[src/rtl/multibit.sv]
// multibit: registered N-bit barrel rotator/shifter; result one cycle after in_valid, no backpressure (accepts every cycle).
// Defining MULTIBIT_CARRY_OUT_EN adds a registered carry-out port CO holding the last bit moved across the word boundary.
module multibit #(
    parameter int N = 8,
    parameter int M = 3
) (
    input  logic         clk,
    input  logic         rst,
    output logic [N-1:0] YY,
    input  logic [N-1:0] XX,
    input  logic         DIR,
    input  logic [M-1:0] AMT,
    input  logic [1:0]   MODE,
    input  logic         in_valid,
    output logic         out_valid
`ifdef MULTIBIT_CARRY_OUT_EN
    ,
    output logic         CO
`endif
);

    localparam logic [1:0] MODE_ROT = 2'b00;
    localparam logic [1:0] MODE_ASH = 2'b10;
    localparam logic [1:0] MODE_RSV = 2'b11;

    function automatic logic [N-1:0] bit_rev(input logic [N-1:0] v);
        logic [N-1:0] r;
        r = '0;
        for (int i = 0; i < N; i++) begin
            r[i] = v[N-1-i];
        end
        return r;
    endfunction

    logic         is_rot;
    logic         fill_bit;
    logic [N-1:0] norm_in;
    logic [N-1:0] norm_out;
    logic [N-1:0] result;
    logic [N-1:0] stage_w [0:M];

    assign is_rot   = (MODE == MODE_ROT) || (MODE == MODE_RSV);
    assign fill_bit = (MODE == MODE_ASH) && DIR && XX[N-1];

    // Left operations are done as right operations on the bit-reversed word,
    // so only one right-acting shifter network is needed.
    assign norm_in    = DIR ? XX : bit_rev(XX);
    assign stage_w[0] = norm_in;

    for (genvar s = 0; s < M; s++) begin : g_stage
        localparam int K = 1 << s;
        logic [N-1:0] rot_w;
        logic [N-1:0] shf_w;

        assign rot_w          = {stage_w[s][K-1:0], stage_w[s][N-1:K]};
        assign shf_w          = {{K{fill_bit}}, stage_w[s][N-1:K]};
        assign stage_w[s+1]   = !AMT[s] ? stage_w[s] : (is_rot ? rot_w : shf_w);
    end

    assign norm_out = stage_w[M];
    assign result   = DIR ? norm_out : bit_rev(norm_out);

    always_ff @(posedge clk) begin
        if (rst) begin
            YY        <= '0;
            out_valid <= 1'b0;
        end else begin
            out_valid <= in_valid;
            if (in_valid) begin
                YY <= result;
            end
        end
    end

`ifdef MULTIBIT_CARRY_OUT_EN
    // In the normalised (right-acting) domain the last bit out is always bit AMT-1,
    // which maps back to XX[N-AMT] for left operations.
    logic [M-1:0] amt_m1;
    logic         carry_bit;

    assign amt_m1    = AMT - M'(1);
    assign carry_bit = (AMT != '0) && norm_in[amt_m1];

    always_ff @(posedge clk) begin
        if (rst) begin
            CO <= 1'b0;
        end else if (in_valid) begin
            CO <= carry_bit;
        end
    end
`endif

endmodule

[config.mk]
export PLATFORM = sky130hd
export DESIGN_NAME = multibit
export DESIGN_NICKNAME = d
export VERILOG_FILES = /design/src/rtl/multibit.sv
export SDC_FILE = /design/constraint.sdc
export NUM_CORES = 1
export LEC_CHECK = 0
export CORE_MARGIN = 1
export CORE_UTILIZATION = 52
export CTS_CLUSTER_SIZE = 12
export DETAILED_ROUTE_END_ITERATION = 10
export GPL_ROUTABILITY_DRIVEN = 0
export PLACE_DENSITY_LB_ADDON = 0.12
export SETUP_SLACK_MARGIN = 0.1
export SKIP_CTS_REPAIR_TIMING = 1
export SLEW_MARGIN = 10
export SYNTH_ARGS = -nofsm -noshare
export SYNTH_HDL_FRONTEND = slang
export SYNTH_SLANG_ARGS = --single-unit
[constraint.sdc]
create_clock -name clk -period 4.18 [get_ports clk]
set_input_delay 1.254 -clock clk [delete_from_list [all_inputs] [get_ports clk]]
set_output_delay 1.254 -clock clk [all_outputs]
set_load 0.05 [all_outputs]
==> flow_metrics.tcl <==
set metrics [dict create \
    outcome "finished, final reports clean" \
    grt_pass1_vias 936 \
    netlist_area_um2 1040 \
    tns_ns 0 \
    synth_edf_count 0 \
    clockPowerShare_pct 20.9 \
    post-synth-top-count-cell "nor2_1" \
    synth_cells 121 \
    antenna_found_initial 0 \
    hold_violations 0 \
    startpoint "DIR" \
    intPower_w 0.000196 \
    first_pass_iters 4 \
    nets 160 \
    switching_share_pct 37.2 \
    synth_largest_area_cell "dfxtp_1" \
    endpoint "YY[6]" \
    cts_tree "built" \
    dp_cells 162 \
    grt_util_all_layers_pct 26.1 \
    layout.cells.non_filler 166 \
    avgSynthCellArea_um2 8.59 \
    wl_per_cell_um 15.2 \
    finalMaxSlewViolations 0 \
    cts_made_buffers 3 \
    cap_violations 0 \
    ioPinCount 26 \
    rsz0062_at_grt "false" \
    port_buffers 25 \
    diodes 0 \
    fp.coreArea_um2 1800 \
    cts_sinks 9 \
    dieArea_um2 2180 \
    ys.flop_type "dfxtp_1" \
    path_clk_slew_ns 0.06 \
    die_w_um 46.7 \
    layout_min_cycle_time_ns 3.28 \
    startpoint_type "primary input" \
    start_util_pct 57.7 \
    fmax_ghz 0.305 \
    area_delta_synth_final_pct 25.0 \
    path_max_fanout 10 \
    synth_warnings 0 \
    synth_area_leaders "dfxtp_1 17%, mux4_1 15%, mux4_2 6.5%" \
    p_per_area_nw_per_um2 240 \
    netSwitchingPower_w 0.000116 \
    clk_latency_ns 0.25 \
    synth_common_cells "10 x nor2_1, 9 x dfxtp_1, 9 x nand2_1" \
    p_seq_share_pct 30.8 \
    num-fill-cells 155 \
    layout-drive-gt1-share_pct 7.80 \
    netlist.area_leader.share_pct 17.3 \
    finalCritPeriodShare_pct 78.4 \
    end_kind "register" \
    grt_max_degree 17 \
    overflow 0 \
    h-tree-depth 1 \
    synth_seq_cells 9 \
    viasPerCell 6.48 \
    crit-reg2reg-launch "YY[7]" \
    fin_skew_ns 0 \
    hold_slack_ns 0.465 \
    p_total_w 0.000312 \
    p_leak_nw 0.489 \
    pwr-share-comb_pct 48.3 \
    synth_nets 139 \
    cp.arrival_ns 3.40 \
    ant_nets 0 \
    async_reset_ff_share_pct 0 \
    setup_viol 0 \
    yosysSeqAreaShare_pct 17.3 \
    worstMarginPinSlew_ns 0.588 \
    rr_worst_depth 3 \
    clockRootBuffer "clkbuf_4" \
    drtIter0Drc 31 \
    dr_total_vias 1075 \
    relSlewSlack_pct 60.7 \
    hold_depth 2 \
    cts_buffer_depth 2 \
    r2r_end "YY[7]" \
    required_ns 4.31 \
    netlist-cell-type-count 39 \
    min_path_type "register to register" \
    grt_pass1_wl_um 4080 \
    crit_type "primary input to register" \
    peakVddDrop_uv 145 \
    ff2ff_setup_slack_ns 3.43 \
    die_h_um 46.7 \
    dp_hpwl_um 2050 \
    wirelength_um 2530 \
    drc 0 \
    rows 15 \
]
## power groups by stage
| stage | Sequential, W | Clock, W | Combinational (W) |
|---|---|---|---|
| final | 0.0000961 | 0.0000653 | 0.000151 |
| after global routing | 0.0000972 | 0.0000737 | 0.000161 |
| after CTS | 0.0000962 | 0.0000663 | 0.000150 |
| after detailed placement | 0.0000981 | 0 | 0.000149 |
| after global placement | 0.0000978 | 0 | 0.000147 |
| after floorplan | 0.000123 | 0 | 0.0000791 |
## worst min-delay path by stage
stage,start,to,slack (ns)
2_1_floorplan,YY[2],YY[2],0.69
6_report,YY[2],YY[2],0.47
3_5_place_dp,YY[2],YY[2],0.46
5_1_grt,YY[6],YY[6],0.51
4_1_cts,YY[2],YY[2],0.47
3_3_place_gp,YY[2],YY[2],0.45
## routing by layer
metal	wire length (um)	vias to the layer above	GRT usage, %
met5	0	-	0
met4	32	0	9.71
met3	139	6	1.18
li1	-	517	-
met2	1360	57	50.3
met1	996	495	29.9
## cell usage in the layout, fill, tap and decap left out, types with 2 or more instances in the layout
cell	n
mux2i_1	2
nor4_1	3
o31ai_1	4
buf_4	2
clkbuf_4	3
mux2_2	2
o31a_1	2
nor3_1	2
inv_1	8
a211oi_1	5
nor2b_1	3
mux4_2	3
nor2_1	10
a21o_1	2
mux4_1	6
clkdlybuf4s50_1	25
nand2b_1	4
o211ai_1	3
nand2_1	9
dfxtp_1	9
nand3_1	4
o21ai_0	2
a21oi_1	7
o21ai_1	2
nor3b_1	3
a311oi_1	5
## stage by stage
step / area, um^2 / setup slack, ns / util, %
after global placement: 1270 / 0.671 / 70.7
final: 1300 / 0.904 / 72.2
after CTS: 1300 / 0.912 / 72.2
after global routing: 1300 / 0.727 / 72.2
after detailed placement: 1270 / 0.651 / 70.7
after floorplan: 1040 / 1.29 / -
## area by class of cell
type / instances / area (um^2) / area share, %
Sequential cell: 9 / 180 / 13.9
Multi-Input combinational cell: 93 / 767 / 59.0
Clock buffer: 4 / 26.3 / 2.02
Tap cell: 25 / 31.3 / 2.41
Inverter: 8 / 30.0 / 2.31
Timing Repair Buffer: 27 / 265 / 20.4
## cells by family (layout without fill, tap and decap cells)
family	after synthesis	after routing	share of synthesized area (%)
and+or+nand+nor	41	41	20.3
xor gates and xnor gates	1	1	0.843
DFF	9	9	17.3
muxes	14	14	27.2
adders and majority gates	1	1	1.20
buffers and inverters	19	39	8.90
AOI/OAI and AO/OA	36	36	24.2
## critical path, cell delays in order
cell and delay [ns]:
clkdlybuf4s50_1 0.74, buf_4 0.25, mux4_1 0.55, nor2_1 0.25, o21ai_0 0.15, a21oi_1 0.16
nor4_1 0.07
## state kept, by name (all words and copies together), names as in the netlist
name       cells
YY             8
out_valid      1
No activity file was read; power rests on OpenSTA's default activity.
